## src/rtl/usb_pkg.sv

```systemverilog
// Shared USB definitions: handshake encoding toward the protocol engine and PID nibbles.
package usb_pkg;

  typedef enum logic [1:0] {
    hs_ack   = 2'b00,
    hs_none  = 2'b01,
    hs_nak   = 2'b10,
    hs_stall = 2'b11
  } handshake_t;

  localparam logic [3:0] PID_OUT   = 4'b0001;
  localparam logic [3:0] PID_IN    = 4'b1001;
  localparam logic [3:0] PID_SOF   = 4'b0101;
  localparam logic [3:0] PID_SETUP = 4'b1101;
  localparam logic [3:0] PID_DATA0 = 4'b0011;
  localparam logic [3:0] PID_DATA1 = 4'b1011;
  localparam logic [3:0] PID_ACK   = 4'b0010;
  localparam logic [3:0] PID_NAK   = 4'b1010;
  localparam logic [3:0] PID_STALL = 4'b1110;

endpackage

```

## src/rtl/usb_ep_slot.sv

```systemverilog
// Per-endpoint state: STALL, data toggles, IN-armed and OUT-full buffer ownership.
module usb_ep_slot #(
  parameter int unsigned CNT_W = 7,
  parameter bit          ISO   = 1'b0
) (
  input  logic             clk,
  input  logic             rst_n,
  input  logic             clr,
  input  logic             succ,
  input  logic             dir_in,
  input  logic             setup,
  input  logic [CNT_W-1:0] idx,
  input  logic             arm,
  input  logic [CNT_W-1:0] arm_len,
  input  logic             rel,
  input  logic             stall_set,
  input  logic             stall_clr,
  output logic             stall,
  output logic             tog_in,
  output logic             tog_out,
  output logic             in_busy,
  output logic [CNT_W-1:0] in_len,
  output logic             out_full,
  output logic             out_setup,
  output logic [CNT_W-1:0] out_len
);

  logic succ_setup;
  logic succ_in;
  logic succ_out;

  assign succ_setup = succ && setup;
  assign succ_in    = succ && !setup && dir_in;
  assign succ_out   = succ && !setup && !dir_in;

  // SETUP success outranks every application request on the same cycle.
  always_ff @(posedge clk or negedge rst_n) begin
    if (!rst_n) begin
      stall     <= 1'b0;
      tog_in    <= 1'b0;
      tog_out   <= 1'b0;
      in_busy   <= 1'b0;
      in_len    <= '0;
      out_full  <= 1'b0;
      out_setup <= 1'b0;
      out_len   <= '0;
    end else if (clr) begin
      stall     <= 1'b0;
      tog_in    <= 1'b0;
      tog_out   <= 1'b0;
      in_busy   <= 1'b0;
      in_len    <= '0;
      out_full  <= 1'b0;
      out_setup <= 1'b0;
      out_len   <= '0;
    end else begin
      if (succ_setup)     stall <= 1'b0;
      else if (stall_set) stall <= 1'b1;
      else if (stall_clr) stall <= 1'b0;

      if (succ_setup || succ_in) begin
        in_busy <= 1'b0;
      end else if (arm && !in_busy) begin
        in_busy <= 1'b1;
        in_len  <= arm_len;
      end

      if (succ_setup || succ_out) begin
        out_full  <= 1'b1;
        out_len   <= idx;
        out_setup <= succ_setup;
      end else if (rel) begin
        out_full  <= 1'b0;
        out_setup <= 1'b0;
      end

      // Isochronous endpoints keep DATA0 forever.
      if (succ_setup) begin
        tog_in  <= !ISO;
        tog_out <= !ISO;
      end else begin
        if (succ_in && !ISO)  tog_in  <= ~tog_in;
        if (succ_out && !ISO) tog_out <= ~tog_out;
      end
    end
  end

endmodule

```

## src/rtl/usb_ep_ctrl.sv

```systemverilog
// Multi-endpoint controller between the USB protocol engine and application buffers.
// Optional isochronous support is compiled in with USB_EP_CTRL_ISO_EN.
module usb_ep_ctrl
  import usb_pkg::*;
#(
  parameter int unsigned NUM_EP  = 4,
  parameter int unsigned MAX_PKT = 64,
`ifdef USB_EP_CTRL_ISO_EN
  parameter logic [NUM_EP-1:0] ISO_MASK = '0,
`endif
  localparam int unsigned IDX_W = $clog2(MAX_PKT),
  localparam int unsigned CNT_W = IDX_W + 1,
  localparam int unsigned EP_W  = (NUM_EP > 1) ? $clog2(NUM_EP) : 1,
  localparam int unsigned AW    = 1 + EP_W + IDX_W
) (
  input  logic                    rst_n,
  input  logic                    clk_48,
  input  logic                    usb_rst,
  input  logic                    transaction_active,
  input  logic [3:0]              endpoint,
  input  logic                    direction_in,
  input  logic                    setup,
  input  logic [7:0]              data_out,
  input  logic                    data_strobe,
  input  logic                    success,
  output logic                    data_toggle,
  output logic [1:0]              handshake,
  output logic [7:0]              data_in,
  output logic                    data_in_valid,
  output logic [AW-1:0]           mem_raddr,
  input  logic [7:0]              mem_rdata,
  output logic                    mem_we,
  output logic [AW-1:0]           mem_waddr,
  output logic [7:0]              mem_wdata,
  input  logic                    in_arm,
  input  logic [EP_W-1:0]         in_arm_ep,
  input  logic [CNT_W-1:0]        in_arm_len,
  input  logic                    out_release,
  input  logic [EP_W-1:0]         out_release_ep,
  input  logic [NUM_EP-1:0]       stall_set,
  input  logic [NUM_EP-1:0]       stall_clr,
  output logic [NUM_EP-1:0]       in_busy,
  output logic [NUM_EP-1:0]       out_full,
  output logic [NUM_EP-1:0]       out_setup,
  output logic [NUM_EP*CNT_W-1:0] out_len,
  output logic [NUM_EP-1:0]       ep_stalled
);

  logic [EP_W-1:0]   ep;
  logic              ep_valid;
  logic              ta_q;
  logic              start;
  logic [CNT_W-1:0]  idx;
  logic [CNT_W-1:0]  idx_cur;
  logic              ovf;
  logic              out_dir;
  logic              succ_ok;
  logic              cur_iso;
  handshake_t        hs;
  logic              tog;
  logic              div;
  logic              we;
  logic [NUM_EP-1:0] tog_in_v;
  logic [NUM_EP-1:0] tog_out_v;
  logic [CNT_W-1:0]  in_len_a [NUM_EP];

  assign ep       = endpoint[EP_W-1:0];
  assign ep_valid = {1'b0, endpoint} < 5'(NUM_EP);
  assign start    = transaction_active && !ta_q;
  assign idx_cur  = start ? '0 : idx;
  assign out_dir  = setup || !direction_in;

`ifdef USB_EP_CTRL_ISO_EN
  assign cur_iso = ISO_MASK[ep];
`else
  assign cur_iso = 1'b0;
`endif

  // Byte index restarts on every token so a retry resends or rewrites from byte 0.
  always_ff @(posedge clk_48 or negedge rst_n) begin
    if (!rst_n) begin
      ta_q <= 1'b0;
      idx  <= '0;
      ovf  <= 1'b0;
    end else if (usb_rst) begin
      ta_q <= 1'b0;
      idx  <= '0;
      ovf  <= 1'b0;
    end else begin
      ta_q <= transaction_active;
      if (start) begin
        idx <= '0;
        ovf <= 1'b0;
      end
      if (transaction_active && data_strobe) begin
        if (idx_cur < CNT_W'(MAX_PKT)) idx <= idx_cur + CNT_W'(1);
        else if (out_dir)              ovf <= 1'b1;
      end
    end
  end

  // Handshake, toggle and datapath strobes for the endpoint the engine is addressing.
  always_comb begin
    hs  = hs_nak;
    tog = 1'b0;
    div = 1'b0;
    we  = 1'b0;
    if (rst_n && !usb_rst) begin
      if (!ep_valid)            hs = hs_stall;
      else if (setup)           hs = ovf ? hs_nak : hs_ack;
      else if (ep_stalled[ep])  hs = hs_stall;
      else if (cur_iso)         hs = hs_none;
      else if (direction_in)    hs = in_busy[ep] ? hs_ack : hs_nak;
      else                      hs = (out_full[ep] || ovf) ? hs_nak : hs_ack;

      if (ep_valid && !setup && !cur_iso)
        tog = direction_in ? tog_in_v[ep] : tog_out_v[ep];

      div = ep_valid && direction_in && !setup && !ep_stalled[ep] &&
            in_busy[ep] && (idx_cur < in_len_a[ep]);

      // Never write into a buffer we are refusing, so a held packet stays intact.
      we = transaction_active && data_strobe && ep_valid && out_dir &&
           (idx_cur < CNT_W'(MAX_PKT)) && (hs == hs_ack || hs == hs_none);
    end
  end

  assign succ_ok       = success && ep_valid && !ovf && (hs == hs_ack || hs == hs_none);
  assign handshake     = hs;
  assign data_toggle   = tog;
  assign data_in_valid = div;
  assign data_in       = mem_rdata;
  assign mem_raddr     = {1'b1, ep, idx_cur[IDX_W-1:0]};
  assign mem_we        = we;
  assign mem_waddr     = {1'b0, ep, idx_cur[IDX_W-1:0]};
  assign mem_wdata     = data_out;

  for (genvar i = 0; i < NUM_EP; i++) begin : g_slot
`ifdef USB_EP_CTRL_ISO_EN
    localparam bit SLOT_ISO = ISO_MASK[i];
`else
    localparam bit SLOT_ISO = 1'b0;
`endif
    usb_ep_slot #(
      .CNT_W (CNT_W),
      .ISO   (SLOT_ISO)
    ) u_slot (
      .clk       (clk_48),
      .rst_n     (rst_n),
      .clr       (usb_rst),
      .succ      (succ_ok && (ep == EP_W'(i))),
      .dir_in    (direction_in),
      .setup     (setup),
      .idx       (idx),
      .arm       (in_arm && (in_arm_ep == EP_W'(i))),
      .arm_len   (in_arm_len),
      .rel       (out_release && (out_release_ep == EP_W'(i))),
      .stall_set (stall_set[i]),
      .stall_clr (stall_clr[i]),
      .stall     (ep_stalled[i]),
      .tog_in    (tog_in_v[i]),
      .tog_out   (tog_out_v[i]),
      .in_busy   (in_busy[i]),
      .in_len    (in_len_a[i]),
      .out_full  (out_full[i]),
      .out_setup (out_setup[i]),
      .out_len   (out_len[i*CNT_W +: CNT_W])
    );
  end

endmodule

```

## config.mk

```make
export PLATFORM = sky130hd
export DESIGN_NAME = usb_ep_ctrl
export DESIGN_NICKNAME = d
export VERILOG_FILES = /design/src/rtl/usb_pkg.sv /design/src/rtl/usb_ep_slot.sv /design/src/rtl/usb_ep_ctrl.sv
export SDC_FILE = /design/constraint.sdc
export NUM_CORES = 1
export LEC_CHECK = 0
export CAP_MARGIN = 30
export CORE_ASPECT_RATIO = 2
export CORE_MARGIN = 1
export CORE_UTILIZATION = 53
export CTS_CLUSTER_SIZE = 20
export DETAILED_ROUTE_END_ITERATION = 6
export GPL_TIMING_DRIVEN = 0
export PLACE_DENSITY = 0.9
export SLEW_MARGIN = 20
export SYNTH_ARGS = -nofsm -noshare
export SYNTH_HDL_FRONTEND = slang
export SYNTH_SLANG_ARGS = --single-unit
```

## constraint.sdc

```tcl
create_clock -name clk_48 -period 7.8 [get_ports clk_48]
set_clock_uncertainty 0.2 [all_clocks]
set_input_delay 0.78 -clock clk_48 [delete_from_list [all_inputs] [get_ports clk_48]]
set_output_delay 0.78 -clock clk_48 [all_outputs]
set_load 0.05 [all_outputs]
```

==> impl.org, run 1 <==
** Synth
- When the netlist entered floorplanning its net count stood at ~560.
- During synthesis, Yosys emitted a total of 0 warnings.
- Mean post-synth cell area :: between 9 and 10 sq um
- The most used flip-flop cell after synthesis is dfrtp_1.
- For this run, the register share of the synthesized area comes to 45.79%.
- Share of flip-flops with an asynchronous set or reset :: 100.0%
- Yosys top cell by area :: dfrtp_1
- Number of instances in the synthesized netlist :: 501
- The mapped netlist covers 0.004863 sq mm.
- Counting flops with a built-in enable in the synthesized netlist gives 0.
- Fraction of post-synthesis cell area in the top cell type by area :: 45.79%
- After synthesis the netlist holds a flip-flop and latch count of 89.
- Main area contributors after synthesis :: dfrtp_1, buf_4, mux4_2
- The netlist uses 44 different library cells.

** Final layout
- The net count of the finished layout is roughly 700.
- Finished layout cell area :: about 0.0064 sq mm
- Multi-input gate area in the final layout :: roughly 0.0021 sq mm
- Leaving out fill and tap cells, the most frequent cells in the layout are clkdlybuf4s50_1, dfrtp_1, nand2_1, buf_4, nor2_1.
- Area used by sequential logic in the layout :: roughly 0.0022 sq mm
- Most frequent standard cell in the layout excluding fill and tap cells :: clkdlybuf4s50_1
- After filler insertion, the fill cell instance count of the layout stands at 658.
- The post-route netlist has between 10% and 20% of its cells at a drive strength greater than 1.
- Compared with the post-synthesis result, the final layout area differs by 31.31%.
- The number of antenna diodes in the final layout is 0.

** Worst setup path
- The endpoint identified for the worst register-to-register timing path is g_slot[0].u_slot.in_len[2].
- Reg2reg path depth :: 6
- Largest fanout of any net on the critical path :: 10
- The worst setup path is launched from an input pin.
- The startpoint identified for the worst register-to-register timing path is ovf.
- Worst setup slack for register-to-register paths :: approximately 5.4 ns
- At the worst endpoint, the required time is 6.82 ns.
- Setup Crit Path Kind :: in -> out
- Capturing element type of the critical path :: output port
- Data arrival at the endpoint of the critical path :: roughly 4.0 ns

** Route
- Initial DRT Pass Iterations :: 6
- Total routed wirelength :: around 13 mm
- Via count :: 4345
- Average detailed-routed wire length per instance :: between 15 and 20 um
- After detailed routing, the number of remaining DRC violations is 0.
- Once detail routing completed, the nets flagged for antenna violations numbered 0.
- Dividing the detail-routed via count by the number of cells gives 5.944.
- The first routing iteration left roughly 330 violations.

** Die
- After floorplanning, the core was divided into 49 placement rows.
- Die H :: ~140 um
- Core outline area :: approximately 0.0090 sq mm
- Die boundary width :: 69.74 um
- Starting Density :: between 50% and 60%
- Die Footprint :: 0.009586 sq mm
- Pin placement for this block handled about 130 I/O pins.

** Global routing
- Met2 track demand over resource :: a little over half
- Met1 Use GR :: 29.92%
- Number of antenna violations at the first check in global routing :: 0
- The first global-routing pass estimated roughly 21 mm of wire.
- Global routing's busiest layer :: met2
- Largest net degree at the start of global routing :: 56
- The via count of the first global-routing pass came to approximately 4500.
- Total global routing overflow :: 0
- In the global route stage, overall resource usage came out at slightly below 30%.
- Global routing used between 4 and 5% of the available met3 tracks.

** Timing
- Setup_tns :: 0 ns
- Final cycle utilization of the critical path :: about 64%
- Post-layout minimum cycle time :: a little under 5 ns
- Worst slew margin :: between 30% and 40%
- Setup violations remaining at the end of the flow were counted as 0.
- Maximum clock frequency :: around 0.20 GHz
- Endpoints failing hold :: 0
- Unrepaired setup endpoints after global routing :: false
- Worst Max-Slew Pin Slew :: 0.9366 ns
- Final max-slew violation count :: 0

** Power and ir drop
- Leakage power :: 2.870 nW
- Of the total power, the clock network draws 37.8%.
- Power Dens Cells :: 160.6 mW/mm^2
- Switching share of power :: 27.04%
- Internal Pwr Total :: ~0.75 mW
- Per report_power, the sequential group accounts for ~47% of the total.
- VDD sags by at most 0.1277 mV.
- Fraction of power consumed by combinational cells :: 15.7%
- Net switching power of the design :: 0.2773 mW

** Placement
- Summing all placed instances gives a cell area of 0.006122 sq mm.
- PortBufs :: 110
- Gp weighted congestion :: 0.9099
- Summed over all nets, the half-perimeter wirelength after detailed placement is 9.848 mm.

** CTS
- In this run the number of H-tree levels came out at 3.
- Clock tree synthesis inserted a total of 9 buffers.
- The number of setup buffers added after CTS is 0.
- Number of buffers on the longest clock path :: 2
- Worst skew pair latency :: roughly 0.34 ns
- Number of instances resized during post-cts repair :: 0
- Clock transition at the registers of the reported paths :: about 0.06 ns
- TritonCTS clock tree :: yes
- Number of sinks on the clock net :: 89
- The root buffer cell chosen for the clock tree is clkbuf_16.
- Number of hold buffers added after cts :: 0

** Outcome
- The flow ran to the end, and the final reports show no timing, DRC or antenna violations.

** Run
- Max-cap violations in this run came to 0.

** Min path
- In this run the worst hold path is classified as in -> async.
==> how the worst max path moves through the flow <==
stage | from | end | slack [ns] | cells past startpoint
final | endpoint[1] | data_in_valid | 2.83 | 10
after global routing | endpoint[1] | data_in_valid | 2.74 | 10
after CTS | endpoint[1] | data_in_valid | 2.82 | 10
after detailed placement | endpoint[1] | data_in_valid | 2.85 | 10
after global placement | rst_n | data_in_valid | 0.78 | 6
after floorplan | endpoint[0] | mem_we | 3.41 | 4
==> cells by family after synthesis <==
| family | synth area share, % |
|---|---|
| AO/OA/AOI/OAI | 11.06 |
| XOR/XNOR | 0.7203 |
| adder cells (fa/ha/maj) | 1.801 |
| buffers and inverters | 10.88 |
| flip-flops | 45.79 |
| multiplexers | 9.467 |
| other | 0.1544 |
| AND/OR/NAND/NOR | 20.12 |
==> flip-flops by register name, summed over array words and instances (netlist names) <==
register / count
idx: 7
g_slot.u_slot.in_busy: 4
ta_q: 1
g_slot.u_slot.out_len: 28
g_slot.u_slot.stall: 4
g_slot.u_slot.tog_out: 4
g_slot.u_slot.out_setup: 4
g_slot.u_slot.in_len: 28
ovf: 1
g_slot.u_slot.tog_in: 4
g_slot.u_slot.out_full: 4
==> per-layer routing <==
layer,vias up,part of all wire (%)
met5,-,0
met4,0,5.5
met3,60,6.8
met2,254,55
met1,2104,33
li1,1927,-
==> final cells by class <==
class                      count  area share, %
buffer                        68          7.230
clock buffer                  10          3.585
clock inverter                 6         0.5486
inverter                      18          1.058
multi-input combinational    326          32.99
sequential                    89          34.87
tap                          102          1.998
timing repair buffer         112          17.71
==> synth_stat cells (2+ instances only) <==
master	n
and2_1	4
buf_2	3
buf_6	5
ha_1	7
o311ai_0	3
nor2_4	3
dfrtp_1	89
xnor2_1	4
nor3_1	8
inv_1	18
nand2_1	69
and3_1	4
a21oi_1	25
nand3b_1	5
a21o_1	7
nand4_1	6
mux2i_1	19
mux4_2	12
clkbuf_1	15
a211oi_1	11
conb_1	2
nor2b_1	4
nand3_1	21
a31oi_1	5
o21ai_0	29
nor2_1	32
buf_4	44
nand2b_1	31
==> critical path, stage by stage <==
cell and delay, ns:
clkbuf_1 0.39, buf_1 0.58, mux4_2 0.40, inv_1 0.06, ha_1 0.23, a21o_1 0.18
a21o_1 0.18, a21oi_1 0.16, o311a_1 0.20, clkdlybuf4s50_1 0.81
==> through the flow <==
stage	hold slack [ns]	setup slack, ns	total power, mW	std cells	util (%)
after CTS	0.2152	2.815	1.030	731	71.34
after global placement	0.2867	0.7781	0.6385	713	68.06
after detailed placement	0.2974	2.850	0.6444	715	68.40
final	0.2030	2.831	1.025	731	71.34
after floorplan	0.2672	3.413	0.5812	501	-
after global routing	0.2418	2.739	1.061	731	71.34
==> power by group through the flow <==
| stage | logic (mW) | registers, mW | clock network [mW] |
|---|---|---|---|
| 2_1_floorplan | 0.0984 | 0.483 | 0 |
| 3_3_place_gp | 0.154 | 0.484 | 0 |
| 3_5_place_dp | 0.160 | 0.485 | 0 |
| 4_1_cts | 0.161 | 0.476 | 0.393 |
| 5_1_grt | 0.170 | 0.477 | 0.413 |
| 6_report | 0.161 | 0.477 | 0.388 |
No activity file was read; power rests on OpenSTA's default activity.
==> run 2: changes to the inputs <==
Settings changed: CORE_UTILIZATION 53 to 44, PLACE_DENSITY 0.9 to 0.8.
Clock period 7.8 ns to 4.15 ns, I/O delays scaled along.
==> impl.org, run 2 (same netlist as run 1, synthesis figures left out) <==
** Outcome
- The run finished with clean final reports.

** Worst setup path
- Worst setup slack for register-to-register paths :: between 1.5 and 2 ns
- Largest fanout of any net on the critical path :: 6
- Setup Crit Path Kind :: reg -> out
- Capturing element type of the critical path :: output port
- Traced cell by cell, the critical path runs through mux4_2, nand3b_1, nor3_1, nor2_1, clkdlybuf4s50_1.
- STA classifies the critical path startpoint as a flop.
- Slowest library cell on the worst path :: clkdlybuf4s50_1
- For the worst setup path, the data arrival time is ~3 ns.
- Cell type group with the largest total delay on the critical path :: simple AND/OR/NAND/NOR gates
- The number of buffers and inverters on the critical path is 1.
- The number of cells on the worst reg-to-reg path is 6.
- The worst register-to-register path ends at g_slot[0].u_slot.in_len[2].
- The largest single stage delay on the critical path is 0.72 ns.
- Startpoint of the most critical register-to-register path :: ovf
- STA puts the critical path data required time at ~3.5 ns.

** Power and ir drop
- Summed over all cells, the static leakage comes to ~3 nW.
- Power Dens Cells :: about 310 mW/mm^2
- IR drop worst, VDD :: between 0.2 and 0.25 mV

** Die
- Once the floorplan was initialized, standard cells occupied between 40% and 50% of the core.
- The die covers roughly 0.012 sq mm.
- Die H :: ~150 um
- After floorplanning, the core was divided into between 50 and 60 placement rows.
- Ports :: ~130
- In this run the horizontal extent of the chip is roughly 76 um.
- Core outline area :: about 0.011 sq mm

** Timing
- Across all setup checks in the final design, the least slack found is between 0.4 and 0.5 ns.
- Worst slew margin :: ~37%
- Setup repair after global routing left no endpoint under its margin.
- Final max-slew violation count :: 0
- Post-Route Hold Slack :: about 0.31 ns
- Post-layout minimum cycle time :: 3.666 ns
- At the pin with the least slew margin, the transition time is between 0.9 and 1 ns.
- Maximum clock frequency :: 0.2728 GHz
- The worst path uses approximately nine tenths of the clock period.
- Total setup violations reported at the end of the flow :: 0
- Endpoints failing hold :: 0

** Final layout
- Area used by sequential logic in the layout :: approximately 0.0022 sq mm
- From synthesis to final layout, the design area changed by 34.04%.
- After the last flow step, the layout net total stands at a little under 700.
- Fill cells in the final layout number 931.
- Summing all multi-input logic gate instances after layout gives roughly 0.0021 sq mm.
- After routing the design area is 0.006519 sq mm.
- Diodes inserted :: 0
- In the layout the commonest cells are clkdlybuf4s50_1, dfrtp_1, nand2_1, buf_4, nor2_1.
- The library cell used most frequently in the layout, excluding fill and tap cells, is clkdlybuf4s50_1.
- The post-route netlist has ~15% of its cells at a drive strength greater than 1.
- Registers with the most flip-flops :: g_slot.u_slot.in_len x28, g_slot.u_slot.out_len x28, idx x7

** CTS
- The later pin in the worst-skew pair is clocked with a latency of about 0.35 ns.
- Clock root cell :: clkbuf_16
- In this run the number of H-tree levels came out at 3.
- The clock passes through at most 2 buffers.
- Once the clock tree was built, the setup fixing pass inserted 0 buffers.
- Clock-pin slew was measured on the worst setup and hold paths at approximately 0.060 ns.
- The number of clock buffers added by TritonCTS is 9.
- Counting every sink on the clock net gives slightly below 90.
- TritonCTS built the clock tree.

** Placement
- Once placement finished, the instance area stood at between 0.006 and 0.007 sq mm.
- PortBufs :: 110
- At the end of routability-driven placement, the weighted congestion stood at between 0.8 and 0.9.
- Detailed placement finished with a half-perimeter wire length of ~10 mm.
- Setup slack at placement :: -0.07803 ns

** Global routing
- Entering global routing, the biggest net connects between 40 and 50 pins.
- Total global routing overflow :: 0
- The via count of the first global-routing pass is between 4000 and 5000.
- Number of antenna violations at the first check in global routing :: 0
- Aggregate global-route resource usage :: between 20% and 30%
- First-pass GRT wire length :: around 21 mm

** Route
- In this run the remaining antenna-violating nets after routing total 0.
- Total routed wirelength :: between 10 and 15 mm
- Post-detailed-route via-to-cell ratio :: approximately 5.5
- In the final routed layout, each cell accounts on average for 17.66 um.
- Summing over every cut layer, the via total after detailed routing is around 4200.
- Drt initial violations :: 294
- After detailed routing, the number of remaining DRC violations is 0.
- Initial DRT Pass Iterations :: 5

** Min path
- Origin of the worst min-delay path :: g_slot[0].u_slot.out_setup
- Hold Crit Class :: reg -> reg
- Hold Crit Depth :: 2
- Endpoint of the worst hold-timing path :: g_slot[0].u_slot.out_setup

** Run
- The tool flagged a number of max-cap violations equal to 0.
==> run 2: layout make-up <==
cell class                      count  share of cell area [%]
Clock inverter                      5                  0.9597
Inverter                           18                   1.036
Clock buffer                       11                   3.877
Sequential cell                    89                   34.17
Tap cell                          140                   2.687
Timing Repair Buffer              114                   17.85
Buffer                             68                   7.102
Multi-Input combinational cell    326                   32.32
==> run 2: how the worst max path moves through the flow <==
stage | startpoint | end | cells past startpoint | slack, ns
3_3_place_gp | rst_n | data_in_valid | 6 | -2.27
2_1_floorplan | endpoint[0] | mem_we | 4 | 0.49
4_1_cts | endpoint[1] | data_in_valid | 10 | 0.15
6_report | g_slot[3].u_slot.stall | handshake[1] | 5 | 0.48
5_1_grt | rst_n | handshake[1] | 8 | 0.33
3_5_place_dp | endpoint[1] | data_in_valid | 10 | -0.08
==> run 2: timing repair <==
item	in CTS	in global routing
hold endpoints to repair	46	0
hold buffers	2	0
setup endpoints to repair	1	1
resized for setup	1	1
==> run 2: tightest hold or removal path: stages (launching register included) <==
cell,delay (ns)
dfrtp_1,0.35
nand3_1,0.07
nand2_1,0.07
==> run 2: routing by layer <==
metal  global-route usage [%]  routed length (um)  vias up
met4                    16.35                 802        0
met5                        0                   0        -
li1                         -                   -     1929
met2                    45.27                7465      198
met3                    3.576                 783       51
met1                    24.15                4566     2050
==> run 2: power breakdown <==
part           total (mW)  switching [mW]  leakage [nW]  internal (mW)
Sequential          0.896          0.0126          1.23          0.883
Clock               0.852           0.349         0.148          0.503
Combinational       0.305           0.181          1.55          0.124
==> run 2: per-stage QoR <==
stage / instances / utilization [%] / setup TNS [ns] / total power [mW]
2_1_floorplan: 501 / - / 0 / 1.092
3_3_place_gp: 751 / 56.79 / -192.33 / 1.202
6_report: 771 / 60.30 / 0 / 2.053
4_1_cts: 771 / 60.28 / 0 / 2.060
3_5_place_dp: 753 / 57.00 / -0.07803 / 1.211
5_1_grt: 771 / 60.30 / 0 / 2.116
==> run 3: changes to the inputs <==
Settings changed: TNS_END_PERCENT set to 100.
==> results of run 3 <==
Final layout, timing and power as in run 2 (identical DEF).
==> RTL change 1: new RTL, config.mk and constraints of run 3 <==
Set the parameter `NUM_EP` to 8 (it was 4).
--- a/src/rtl/usb_ep_ctrl.sv
+++ b/src/rtl/usb_ep_ctrl.sv
@@ -3,7 +3,7 @@
 module usb_ep_ctrl
   import usb_pkg::*;
 #(
-  parameter int unsigned NUM_EP  = 4,
+  parameter int unsigned NUM_EP  = 8,
   parameter int unsigned MAX_PKT = 64,
 `ifdef USB_EP_CTRL_ISO_EN
   parameter logic [NUM_EP-1:0] ISO_MASK = '0,
Interface: changed (11 resized); port bits go from 132 to 188. The function was not compared with the original's and may differ.
==> RTL change 1 against run 3 <==
Clock power increased by 90%; synthesized area increased by 95%; critical path depth up 7; cell area grew 88%; die area up 93%; power grew 87%; global-route usage grew 2.4 points; wire length increased by 110%; setup slack worse by 420 ps; sequential share of layout area grew 0.43 points; synthesized cell count rose by 75%; sequential cell count rose by 80; critical path type is now in -> out.
==> RTL change 1: results (changes against run 3) <==
[run_status]
outcome = finished, final reports clean

[clocking]
cts_repair_resize_count = 19  ; +18
insertion_delay_ps = 450  ; +100 ps
cts_made_buffers = 17  ; +8
htree_levels = 4  ; +1

[critical_path]
worst-path-max-fanout = 10  ; +4
crit_end = data_in_valid
reg2reg_slack_ps = 1300  ; -410 ps

[cells_and_area]
flops_and_latches = 169  ; +90%
seqAreaFraction = 0.346  ; +0.00427
buffer_area_frac = 0.206  ; -0.0438
nets = 1137  ; +67%
top_regs = g_slot.u_slot.in_len: 56 flops, g_slot.u_slot.out_len: 56 flops
drive_gt1_frac = 0.212  ; +0.0664
inverters = 10  ; -8
nFillCells = 1816  ; +95%

[grt]
grt_first_pass_wirelength_um = 44200  ; +110%
met2_usage = 0.483  ; +0.0305
use_met3 = 0.0425  ; +0.00679
grtUsageMet1 = 0.279  ; +0.0376
globalRouteTotalUtil = 0.265  ; +0.0240

[yosys]
ys_top_cells_by_area = dfrtp_1, mux2i_1, mux2_2
syn_inst = 879  ; +75%
synthTopCellsByCount = dfrtp_1, nand2_1, mux2i_1, nor2b_1, buf_4
syn_nets = 945  ; +70%

[power]
ir_worst_vdd_mv = 0.235  ; +10%
seq-power_mw = 1.69  ; +89%
power_leakage_nw = 5.62  ; +92%

[detailed_routing]
drt-met1-wl_um = 10000  ; +120%
drt_iter0_markers = 446  ; +52%
wl_met2_um = 15600  ; +110%
drt-vias-per-instance = 5.71  ; +4.2%
vias = 7731  ; +83%

[placed_design]
placed_area_sq_um = 11600  ; +88%
pre_cts_ws_ps = -1380  ; -1300 ps
port_buffers = 168  ; +53%

[timing]
fmax_mhz = 245  ; -10%
worst_slew_pin_slew_ps = 867  ; -76.7 ps
whs_ps = 313  ; -0.638 ps

[floorplan]
dieArea_sq_um = 22200  ; +93%

[worst_hold_path]
hold_depth = 1  ; -1

==> RTL change 1: cell count changes after synthesis, moves of 13 or more <==
cell / delta
dfrtp_1: +80
nor2b_1: +71
mux2_2: +58
mux2i_1: +56
nand2_1: +29
buf_4: +23
nand2b_1: -23
nor4_1: +18
clkbuf_1: +16
o22ai_1: +15
o21ai_0: -14
nor2_1: +13
==> RTL change 1: worst reg2reg max path, cell delays in order (launching register included) <==
cell	delay, ps
dfrtp_1	400
mux4_2	500
nor2b_1	110
buf_2	190
o31ai_4	160
nor3_2	750
mux2_2	420
==> RTL change 1: cell families (layout without fill, tap and decap cells) <==
family	Yosys count	in the layout	synth area share
AO/OA/AOI/OAI	108	108	0.0921
XOR/XNOR	4	4	0.00370
adder cells (fa/ha/maj)	7	7	0.00924
buffers and inverters	124	329	0.0793
flip-flops	169	169	0.446
multiplexers	151	151	0.191
other	2	2	0.000792
AND/OR/NAND/NOR	314	314	0.178
==> RTL change 2: new RTL, config.mk and constraints of run 3 <==
Without the edit above. Make the reset (`rst_n`) synchronous in 2 clocked blocks.
--- a/src/rtl/usb_ep_slot.sv
+++ b/src/rtl/usb_ep_slot.sv
@@ -34,7 +34,7 @@
   assign succ_out   = succ && !setup && !dir_in;
 
   // SETUP success outranks every application request on the same cycle.
-  always_ff @(posedge clk or negedge rst_n) begin
+  always_ff @(posedge clk) begin
     if (!rst_n) begin
       stall     <= 1'b0;
       tog_in    <= 1'b0;
--- a/src/rtl/usb_ep_ctrl.sv
+++ b/src/rtl/usb_ep_ctrl.sv
@@ -77,7 +77,7 @@
 `endif
 
   // Byte index restarts on every token so a retry resends or rewrites from byte 0.
-  always_ff @(posedge clk_48 or negedge rst_n) begin
+  always_ff @(posedge clk_48) begin
     if (!rst_n) begin
       ta_q <= 1'b0;
       idx  <= '0;
Check against the original RTL: differs if rst_n is asserted again (counterexample within 4 cycles, from zero or initial values and one cycle with rst_n low); with rst_n held inactive, the same outputs for 4 cycles.
==> RTL change 2 against run 3 <==
Non-clock buffer count unchanged; wire length is 1.3% lower; combinational power shrank 9.5%; cell area decreased by 6.0%; highest routed layer unchanged; power decreased by 5.7%; critical path depth is 6 higher; register-to-register slack improved by 200 ps; sequential cell count stayed put; setup slack lost 360 ps; die area down 6.3%; synthesized area decreased by 6.4%; synthesized cell count increased by 3.0%; critical path type is now in -> out; sequential share of layout area decreased by 5.1 points.
==> RTL change 2: results (changes against run 3) <==
[run_status]
outcome = finished, final reports clean

[clocking]
cts-root-buf = clkbuf_16
insertion_delay_ps = 340
cts_buffer_depth = 2  ; unchanged
htree_levels = 3  ; unchanged
cts_made_buffers = 9  ; unchanged

[yosys]
async_reset_ff_frac = 0  ; -1.00
yosys_warnings = 0  ; unchanged
synthTopCellsByCount = dfxtp_1, nand2_1, buf_4
ys_top_cells_by_area = dfxtp_1, buf_4, mux4_2
avgSynthCellArea_sq_um = 8.82  ; -9.2%
yosysSeqAreaShare = 0.392  ; -0.0664
yosysUniqueCellTypes = 54  ; +23%
syn_nets = 572  ; +2.7%

[critical_path]
reg2reg_from = ovf
startpoint = endpoint[0]
rr_worst_depth = 5  ; -1
worst-path-max-fanout = 10  ; +4
crit_end = data_in_valid
r2r-end = g_slot[0].u_slot.out_len[4]
worst_ep_arrival_time_ps = 3410  ; +360 ps
reg2reg_slack_ps = 1910  ; +200 ps

[detailed_routing]
drt_iter0_markers = 259  ; -12%
drt-total-wl_um = 13400  ; -1.3%
drt_pass1_iterations = 5  ; unchanged
vias = 4334  ; +2.5%

[timing]
period_share = 0.971  ; +0.0873
slew_headroom = 0.573  ; +0.203

[cells_and_area]
drive_gt1_frac = 0.157  ; +0.0113
final_cells = 778  ; +0.91%
diodes = 0  ; unchanged
nets = 695  ; +1.9%
top_regs = g_slot.u_slot.in_len: 28 flops, g_slot.u_slot.out_len: 28 flops, idx: 7 flops

[power]
power.share.switching = 0.254  ; -0.0109
power_leakage_nw = 2.29  ; -22%
ir_worst_vdd_mv = 0.244  ; +15%

[grt]
globalRouteTotalUtil = 0.254  ; +0.0134
grt_max_degree = 14  ; -70%
grt_first_pass_wirelength_um = 20700  ; -3.0%

[placed_design]
place.gp.congestion = 0.926  ; +6.5%
pre_cts_ws_ps = -469  ; -391 ps
dp_hpwl_um = 10700  ; +4.5%
port_buffers = 112  ; +1.8%
placed_cells = 763  ; +1.3%

[worst_hold_path]
hold_path_startpoint = g_slot[3].u_slot.in_len[5]
hold_path_class = reg -> reg

## RTL change 2: metal layers
layer,track usage,vias to the layer above,part of all wire
met5,0,-,0
met4,0.187,0,0.065
met3,0.0346,65,0.046
met2,0.471,208,0.56
met1,0.237,2031,0.33
li1,-,2030,-
## RTL change 2: worst max-delay path, stage by stage
cell and delay, ps:
clkdlybuf4s50_1 590, clkbuf_4 290, buf_4 250, mux4_2 520, inv_1 70, ha_1 240, a21oi_1 140, nand2_1 70
a211oi_1 250, o31a_1 180, clkdlybuf4s15_2 370
## RTL change 2: metrics by stage
stage          hold slack, ps  setup TNS [ps]  cell area (sq um)
6_report                  260               0               6130
5_1_grt                   274               0               6130
4_1_cts                   257               0               6120
3_5_place_dp              249            -469               5840
3_3_place_gp              245            -426               5840
2_1_floorplan             236               0               4550
## RTL change 2: repair_timing
action / 4_1_cts / 5_1_grt
resized for setup: 4 / 1
setup endpoints to repair: 1 / 1
buffers inserted: 0 / 0
## RTL change 2: worst min path at each step
stage	end	slack, ps	cells past startpoint
2_1_floorplan	g_slot[3].u_slot.in_len[0]	240	2
3_3_place_gp	g_slot[2].u_slot.out_len[6]	250	2
3_5_place_dp	g_slot[3].u_slot.in_len[5]	250	2
4_1_cts	g_slot[3].u_slot.in_len[5]	260	2
5_1_grt	g_slot[3].u_slot.in_len[5]	270	2
6_report	g_slot[3].u_slot.in_len[5]	260	2
## RTL change 2: cell families (layout without fill, tap and decap cells)
family	after synthesis	count (layout)	share of synthesized area
other	2	2	0.00165
xor gates and xnor gates	5	5	0.00963
buffers and inverters	86	213	0.123
muxes	24	24	0.0830
DFF	89	89	0.392
adders and majority gates	7	7	0.0192
AOI/OAI and AO/OA	116	116	0.164
and+or+nand+nor	187	187	0.208
## RTL change 2: layout make-up
class | instances | area, sq um
fillers | 864 | 3960
multi-input cells | 341 | 2210
flip-flops and latches | 89 | 1780
repair buffers | 112 | 1120
plain buffers | 70 | 505
clock buffers | 12 | 236
well taps | 135 | 169
inverters | 16 | 60.1
clock inverters | 3 | 42.5
## RTL change 2: power groups by stage
stage,clock network (mW),registers (mW),logic [mW]
after floorplan,0,0.895,0.177
after global placement,0,0.897,0.270
after detailed placement,0,0.898,0.274
after CTS,0.782,0.880,0.275
after global routing,0.819,0.881,0.292
final,0.780,0.880,0.276
